--- config.mk ---
export PLATFORM = sky130hd
export DESIGN_NAME = handshake_monitor
export DESIGN_NICKNAME = d
export VERILOG_FILES = /design/src/rtl/handshake_monitor.sv
export SDC_FILE = /design/constraint.sdc
export NUM_CORES = 1
export LEC_CHECK = 0
export BUFFER_PORTS_ARGS = -buffer_cell sky130_fd_sc_hd__buf_4
export CORE_MARGIN = 3
export CORE_UTILIZATION = 40
export DETAILED_ROUTE_END_ITERATION = 8
export HOLD_SLACK_MARGIN = 0.05
export SETUP_SLACK_MARGIN = 0.02
export SYNTH_ARGS = -nofsm -noshare
export SYNTH_HDL_FRONTEND = slang
export SYNTH_SLANG_ARGS = --single-unit
--- constraint.sdc ---
create_clock -name CLK -period 6 [get_ports CLK]
set_input_delay 1.2 -clock CLK [delete_from_list [all_inputs] [get_ports CLK]]
set_output_delay 1.2 -clock CLK [all_outputs]
set_load 0.05 [all_outputs]
--- src/rtl/handshake_monitor.sv ---
// handshake_monitor: passive checker for NUM_CH independent ready/valid channels.
// Each channel tracks an IDLE/STALL protocol state, holds the stalled payload and
// counts stall cycles. It raises sticky error flags for three conditions:
// valid dropped before transfer, payload changed while stalled, and stall reaching
// TIMEOUT. It also keeps saturating per-channel transfer counts.
//
// Ports:
//   CLK             clock, all state updates on the rising edge
//   RESETN          synchronous active-low reset (overrides everything)
//   ch_valid        [NUM_CH]            per-channel valid (observed only)
//   ch_ready        [NUM_CH]            per-channel ready (observed only)
//   ch_data         [NUM_CH*DATA_WIDTH] payloads, channel i at [i*DATA_WIDTH +: DATA_WIDTH]
//   clear           synchronous clear of transfer counts and error flags
//   err_valid_drop  [NUM_CH]            sticky: valid deasserted while stalled
//   err_data_change [NUM_CH]            sticky: payload changed while stalled
//   err_timeout     [NUM_CH]            sticky: stall length reached TIMEOUT
//   err_any         OR of all flags (combinational from the flag registers)
//   xfer_count      [NUM_CH*CNT_WIDTH]  saturating completed-transfer counts
//
// Build option: define HANDSHAKE_MONITOR_ASSERT_EN to compile concurrent
// assertions that fire on the same three error events.
module handshake_monitor #(
    parameter int unsigned NUM_CH     = 3,
    parameter int unsigned DATA_WIDTH = 4,
    parameter int unsigned TIMEOUT    = 16,
    parameter int unsigned CNT_WIDTH  = 16
) (
    input  logic                           CLK,
    input  logic                           RESETN,
    input  logic [NUM_CH-1:0]              ch_valid,
    input  logic [NUM_CH-1:0]              ch_ready,
    input  logic [NUM_CH*DATA_WIDTH-1:0]   ch_data,
    input  logic                           clear,
    output logic [NUM_CH-1:0]              err_valid_drop,
    output logic [NUM_CH-1:0]              err_data_change,
    output logic [NUM_CH-1:0]              err_timeout,
    output logic                           err_any,
    output logic [NUM_CH*CNT_WIDTH-1:0]    xfer_count
);

    localparam int unsigned STALL_W = $clog2(TIMEOUT + 1);

    localparam logic [STALL_W-1:0]   STALL_ONE = STALL_W'(1);
    localparam logic [STALL_W-1:0]   STALL_MAX = STALL_W'(TIMEOUT);
    localparam logic [STALL_W-1:0]   STALL_PRE = STALL_W'(TIMEOUT - 1);
    localparam logic [CNT_WIDTH-1:0] CNT_ONE   = CNT_WIDTH'(1);
    localparam logic [CNT_WIDTH-1:0] CNT_MAX   = {CNT_WIDTH{1'b1}};

    typedef enum logic {
        ST_IDLE  = 1'b0,
        ST_STALL = 1'b1
    } state_t;

    // Per-channel registered state
    state_t                 state_q [NUM_CH];
    logic [DATA_WIDTH-1:0]  hold_q  [NUM_CH];
    logic [STALL_W-1:0]     stall_q [NUM_CH];
    logic [CNT_WIDTH-1:0]   cnt_q   [NUM_CH];

    // Next-state values
    state_t                 state_d [NUM_CH];
    logic [DATA_WIDTH-1:0]  hold_d  [NUM_CH];
    logic [STALL_W-1:0]     stall_d [NUM_CH];
    logic [CNT_WIDTH-1:0]   cnt_d   [NUM_CH];
    logic [NUM_CH-1:0]      drop_d;
    logic [NUM_CH-1:0]      chg_d;
    logic [NUM_CH-1:0]      to_d;

    // Single-cycle protocol events
    logic [NUM_CH-1:0]      xfer_ev;
    logic [NUM_CH-1:0]      drop_ev;
    logic [NUM_CH-1:0]      chg_ev;
    logic [NUM_CH-1:0]      to_ev;

    logic [DATA_WIDTH-1:0]  data_cur;
    logic [CNT_WIDTH-1:0]   cnt_base;

    // State register: reset wins over clear and all channel activity
    always_ff @(posedge CLK) begin
        if (!RESETN) begin
            for (int i = 0; i < int'(NUM_CH); i++) begin
                state_q[i] <= ST_IDLE;
                hold_q[i]  <= '0;
                stall_q[i] <= '0;
                cnt_q[i]   <= '0;
            end
            err_valid_drop  <= '0;
            err_data_change <= '0;
            err_timeout     <= '0;
        end else begin
            for (int i = 0; i < int'(NUM_CH); i++) begin
                state_q[i] <= state_d[i];
                hold_q[i]  <= hold_d[i];
                stall_q[i] <= stall_d[i];
                cnt_q[i]   <= cnt_d[i];
            end
            err_valid_drop  <= drop_d;
            err_data_change <= chg_d;
            err_timeout     <= to_d;
        end
    end

    // Next-state, event detection, flag and counter update
    always_comb begin
        for (int i = 0; i < int'(NUM_CH); i++) begin
            state_d[i] = state_q[i];
            hold_d[i]  = hold_q[i];
            stall_d[i] = stall_q[i];
            cnt_d[i]   = cnt_q[i];
        end
        drop_ev  = '0;
        chg_ev   = '0;
        to_ev    = '0;
        xfer_ev  = ch_valid & ch_ready;
        data_cur = '0;
        cnt_base = '0;

        for (int i = 0; i < int'(NUM_CH); i++) begin
            data_cur = ch_data[i*DATA_WIDTH +: DATA_WIDTH];
            case (state_q[i])
                ST_IDLE: begin
                    if (ch_valid[i] && !ch_ready[i]) begin
                        state_d[i] = ST_STALL;
                        hold_d[i]  = data_cur;
                        stall_d[i] = STALL_ONE;
                    end
                end
                ST_STALL: begin
                    if (!ch_valid[i]) begin
                        drop_ev[i] = 1'b1;
                        state_d[i] = ST_IDLE;
                        stall_d[i] = '0;
                    end else begin
                        // Payload must stay stable through the completing cycle too
                        chg_ev[i] = (data_cur != hold_q[i]);
                        if (ch_ready[i]) begin
                            state_d[i] = ST_IDLE;
                            stall_d[i] = '0;
                        end else if (stall_q[i] != STALL_MAX) begin
                            // Saturating at TIMEOUT makes the threshold crossing a one-shot per stall
                            stall_d[i] = stall_q[i] + STALL_ONE;
                            to_ev[i]   = (stall_q[i] == STALL_PRE);
                        end
                    end
                end
                default: begin
                    state_d[i] = ST_IDLE;
                end
            endcase

            // Clear first, then apply this cycle's transfer on top
            cnt_base = clear ? '0 : cnt_q[i];
            cnt_d[i] = (xfer_ev[i] && (cnt_base != CNT_MAX)) ? cnt_base + CNT_ONE : cnt_base;
        end

        drop_d = (clear ? '0 : err_valid_drop)  | drop_ev;
        chg_d  = (clear ? '0 : err_data_change) | chg_ev;
        to_d   = (clear ? '0 : err_timeout)     | to_ev;
    end

    for (genvar g = 0; g < int'(NUM_CH); g++) begin : g_count_out
        assign xfer_count[g*CNT_WIDTH +: CNT_WIDTH] = cnt_q[g];
    end

    assign err_any = |{err_valid_drop, err_data_change, err_timeout};

`ifdef HANDSHAKE_MONITOR_ASSERT_EN
    for (genvar g = 0; g < int'(NUM_CH); g++) begin : g_assert
        a_valid_drop: assert property (@(posedge CLK) disable iff (!RESETN) !drop_ev[g])
            else $error("handshake_monitor: valid dropped while stalled on channel %0d", g);
        a_data_change: assert property (@(posedge CLK) disable iff (!RESETN) !chg_ev[g])
            else $error("handshake_monitor: payload changed while stalled on channel %0d", g);
        a_timeout: assert property (@(posedge CLK) disable iff (!RESETN) !to_ev[g])
            else $error("handshake_monitor: stall timeout on channel %0d", g);
    end
`endif

endmodule

Word level (Yosys, flattened, before mapping)
Memories as Yosys holds them, arrays and structs flattened.
Cells that the tools add are included.

word-level totals
  flip-flop bits (word level) = 9
  memory bits (writable) = 78
  output and inout port bits = 58
  logic and storage cells = 134
  memories kept = 4

memory list
  name     words  width  rd ports  clocked after memory_dff  write ports  line  source
  cnt_q    3      16     3         0                         3            58    logic [CNT_WIDTH-1:0] cnt_q [NUM_CH];
  stall_q  3      5      3         0                         3            57    logic [STALL_W-1:0] stall_q [NUM_CH];
  hold_q   3      4      3         0                         3            56    logic [DATA_WIDTH-1:0] hold_q [NUM_CH];
  state_q  3      1      3         0                         3            55    state_t state_q [NUM_CH];

cells by class
  $add $sub $neg = 6
  eq/ne operators = 12
  muxes and demuxes = 80
  bitwise gates (word level) = 19
  reductions and logical operators = 10

operators by type and width
  kind                                                              number
  16-bit 2-to-1 mux                                                 9
  5-bit 2-to-1 mux                                                  15
  16-bit by 1-bit adder with 16-bit output (second input constant)  3
  16-bit != test (second input constant)                            3
  1-bit 2-to-1 mux                                                  38
  4-bit 2-to-1 mux                                                  9
  5-bit case mux with 2 select lines                                3
  5-bit by 1-bit adder with 5-bit output (second input constant)    3
  5-bit by 4-bit == test with 1-bit output (second input constant)  3
  5-bit != test (second input constant)                             3
  4-bit != test                                                     3
  1-bit OR                                                          12
  3-bit 2-to-1 mux                                                  3
  3-bit OR                                                          3
  9-bit OR reduction                                                1
  1-bit logical AND                                                 6
  1-bit case mux with 2 select lines                                3
  3-bit AND                                                         1
  1-bit logical NOT                                                 3
  1-bit NOT                                                         3

Depth between registers and ports, before layout
  depth after elaboration = 6
  depth in mapped cells = 11
  gate-level depth less buffers = 7

Least setup slack after synthesis
No wires, ideal clock.

  path type = input to register
  from = input clear
  to = memory cnt_q[1][3], in the netlist cnt_q[0][19]
  setup time = 0.061 ns
  arrival time = 3.192 ns
  required time = 5.939 ns
  setup slack = 2.747 ns
  stages = 10
  path buffers = 3
  cells stage by stage = buf_2 > buf_2 > clkbuf_1 > nor2b_1 > ha_1 > and4b_1 > nand4bb_1 > o21ai_1 > or4_1 > nand2_1

RTL lines
  what             line  source
  start, declared  33    input logic clear,
  end, declared    58

==> flow_summary.json <==
{
  "grt-ovfl-total": 0,
  "synth_top_area_cell": "dfxtp_1",
  "post_drt_wl_per_cell_um": 15.6,
  "port-buffer-count": 78,
  "routed_wl_um": 11600,
  "grt_pass1_vias": 4002,
  "yosysWarnings": 0,
  "max_stage_delay_ns": 0.76,
  "multi_input_area_um2": 2590,
  "fillers": 1070,
  "syn_nets": 568,
  "critical_path_arrival_ns": 3.52,
  "synth_edf_count": 0,
  "cp_top_family": "simple AND/OR/NAND/NOR gates",
  "status": "finished, final reports clean",
  "fin_cells": 749,
  "cts_tree": "built",
  "fin_skew_ns": 0.0141,
  "r2r-start": "cnt_q[0][16]",
  "chipHeight_um": 112,
  "clock-sinks": 87,
  "seq_area_um2": 1740,
  "grt_most_used_layer": "met2",
  "setup_viol": 0,
  "fp-row-count": 37,
  "dp.cells": 733,
  "drv_cap": 0,
  "grt_pass1_wl_um": 19700,
  "postCtsSetupRepairBufs": 0,
  "synth_flop_cell": "dfxtp_1",
  "via_per_inst": 5.62,
  "hold_viol": 0,
  "start_util_pct": 42.1,
  "rsz0062_at_grt": "no",
  "use_met1_pct": 24.1,
  "postRouteAntennaNets": 0,
  "cts_resized": 0,
  "grt_antenna_before_repair": 0,
  "cts-buffers-inserted": 9,
  "ys_ff_latch": 87,
  "async_reset_ff_share_pct": 0,
  "dp_hpwl_um": 8420,
  "cts_buffer_depth": 2,
  "cpMaxStageDelayCell": "inv_1",
  "p_per_area_nw_per_um2": 207,
  "drtIter0Drc": 307,
  "worst_slew_pin_slew_ns": 0.991,
  "hold_path.class": "reg -> reg",
  "crit_type": "in -> reg",
  "dp_worst_setup_slack_ns": 2.36,
  "startpoint": "clear",
  "fin_crit_ns": 3.21,
  "fin_ws_ns": 2.79,
  "path_common_cell": "nand2_1",
  "slew_viol_final": 0,
  "syn_area_per_cell_um2": 8.35,
  "post-route-cell-area_um2": 5370,
  "gp_congestion": 0.870,
  "place_area_um2": 5160,
  "vdd_drop_max_mv": 0.253,
  "start_kind": "input pin",
  "cts-root-buf": "clkbuf_8",
  "fin_tns_setup_ns": 0,
  "leakage_nw": 2.10,
  "clk_latency_ns": 0.37,
  "required_ns": 6.31,
  "clk_pin_slew_worst_paths_ns": 0.08,
  "insertedDiodeCount": 0,
  "fmax_ghz": 0.311,
  "crit_chain": "buf_4, inv_1, nand2_1, or4_1, nand2_1",
  "h-tree-depth": 3,
  "fin_nets": 641,
  "drc": 0,
  "grt_usage_pct": 18.9,
  "path_buf_inv": 2,
  "synth.distinct_cells": 48,
  "synth_top_area_share_pct": 39.0,
  "boundaryPins": 79,
  "synthTopCellsByArea": "dfxtp_1, nor2_1, xnor2_1, mux2i_1, ha_1",
  "slew_headroom_pct": 33.8,
  "first_pass_iters": 4,
  "dieArea_um2": 12500,
  "fp.coreArea_um2": 10600,
  "worstPathMaxFanout": 35,
  "holdCritStartpoint": "cnt_q[0][33]",
  "finalCritPeriodShare_pct": 53.6,
  "syn_inst": 535,
  "grt_max_degree": 66,
  "die_w_um": 112,
  "met2_usage_pct": 30.6,
  "drive_gt1_share_pct": 16.3,
  "syn_to_final_growth_pct": 20.3,
  "vias": 4208,
  "end_kind": "register",
  "met3_usage_pct": 6.30,
  "netlist_area_um2": 4470,
  "cts_hold_buf": 0,
  "synth-seq-area-share_pct": 39.0
}
[state kept, by name, indices dropped and copies added (netlist names)]
register,count
err_valid_drop,3
cnt_q,48
hold_q,12
state_q,3
err_data_change,3
err_timeout,3
stall_q,15
[cells in the final DEF, fill, tap and decap left out, drive strengths merged, types with 9 or more instances in the layout]
cell    count
dfxtp      87
nor2       84
buf        79
nand2      35
nand3      28
xnor2      24
o21ai      24
nor2b      19
inv        18
mux2i      16
a21oi      16
a22oi      15
nand4      15
and3       13
ha         12
clkbuf     11
xor2        9
[per-layer routing]
layer | share of wire (%) | vias up
met5 | 0 | -
met4 | 1.6 | 0
met3 | 5.8 | 14
met2 | 47 | 107
met1 | 45 | 1994
li1 | - | 2093
[cells in the mapped netlist, types with 7 or more instances]
library cell   n
nor2_1        84
xnor2_1       24
a22oi_1       15
mux2i_1       16
inv_1         18
xor2_1         9
nand3_1       28
nand2_1       35
clkbuf_1      14
nand2b_1       7
a21oi_1       16
o211ai_1       7
nor2b_1       19
o21ai_0       22
ha_1          12
nand4_1       15
dfxtp_1       87
and3_1        13
[cell type report]
cell class / instances / area share, %
Multi-Input combinational cell: 413 / 48.2
Timing Repair Buffer: 79 / 11.0
Sequential cell: 87 / 32.4
Clock buffer: 11 / 2.82
Clock inverter: 5 / 1.05
Inverter: 18 / 1.26
Tap cell: 136 / 3.17
[power by group]
group,switching (mW),internal (mW)
registers,0.00887,0.585
clock network,0.210,0.214
logic,0.0589,0.0355
total,0.277,0.835
[cells by family (layout without fill, tap and decap cells)]
group                    count (synthesis)  after routing  synth area share, %
buffers and inverters                   35            113                 3.00
flip-flops                              87             87                 39.0
AO/OA/AOI/OAI                          100            100                 15.1
adder cells (fa/ha/maj)                 12             12                 3.36
XOR/XNOR                                33             33                 6.47
AND/OR/NAND/NOR                        252            252                 29.4
multiplexers                            16             16                 3.59
[per-stage QoR]
stage	power (mW)	util, %	hold slack (ns)
2_1_floorplan	0.667	-	0.471
3_3_place_gp	0.700	48.7	0.484
3_5_place_dp	0.703	48.7	0.500
4_1_cts	1.13	50.7	0.513
5_1_grt	1.16	50.7	0.553
6_report	1.11	50.7	0.513
[final timing paths]
| path | endpoint | slack [ns] | depth (start not counted) |
|---|---|---|---|
| min reg2reg | cnt_q[0][33] | 0.51 | 2 |
| max | cnt_q[0][20] | 2.79 | 5 |
| min | cnt_q[0][33] | 0.51 | 2 |
| max reg2reg | cnt_q[0][21] | 3.55 | 7 |
[worst register-to-register path, cell delays in order (launching register included)]
cell and delay (ns):
dfxtp_1 0.38, nor2b_1 0.30, ha_1 0.30, and4b_1 0.28
nand4bb_1 0.23, o21ai_1 0.53, o311ai_0 0.20, o41ai_1 0.12
Note: power is estimated with default switching activity, not from simulation.
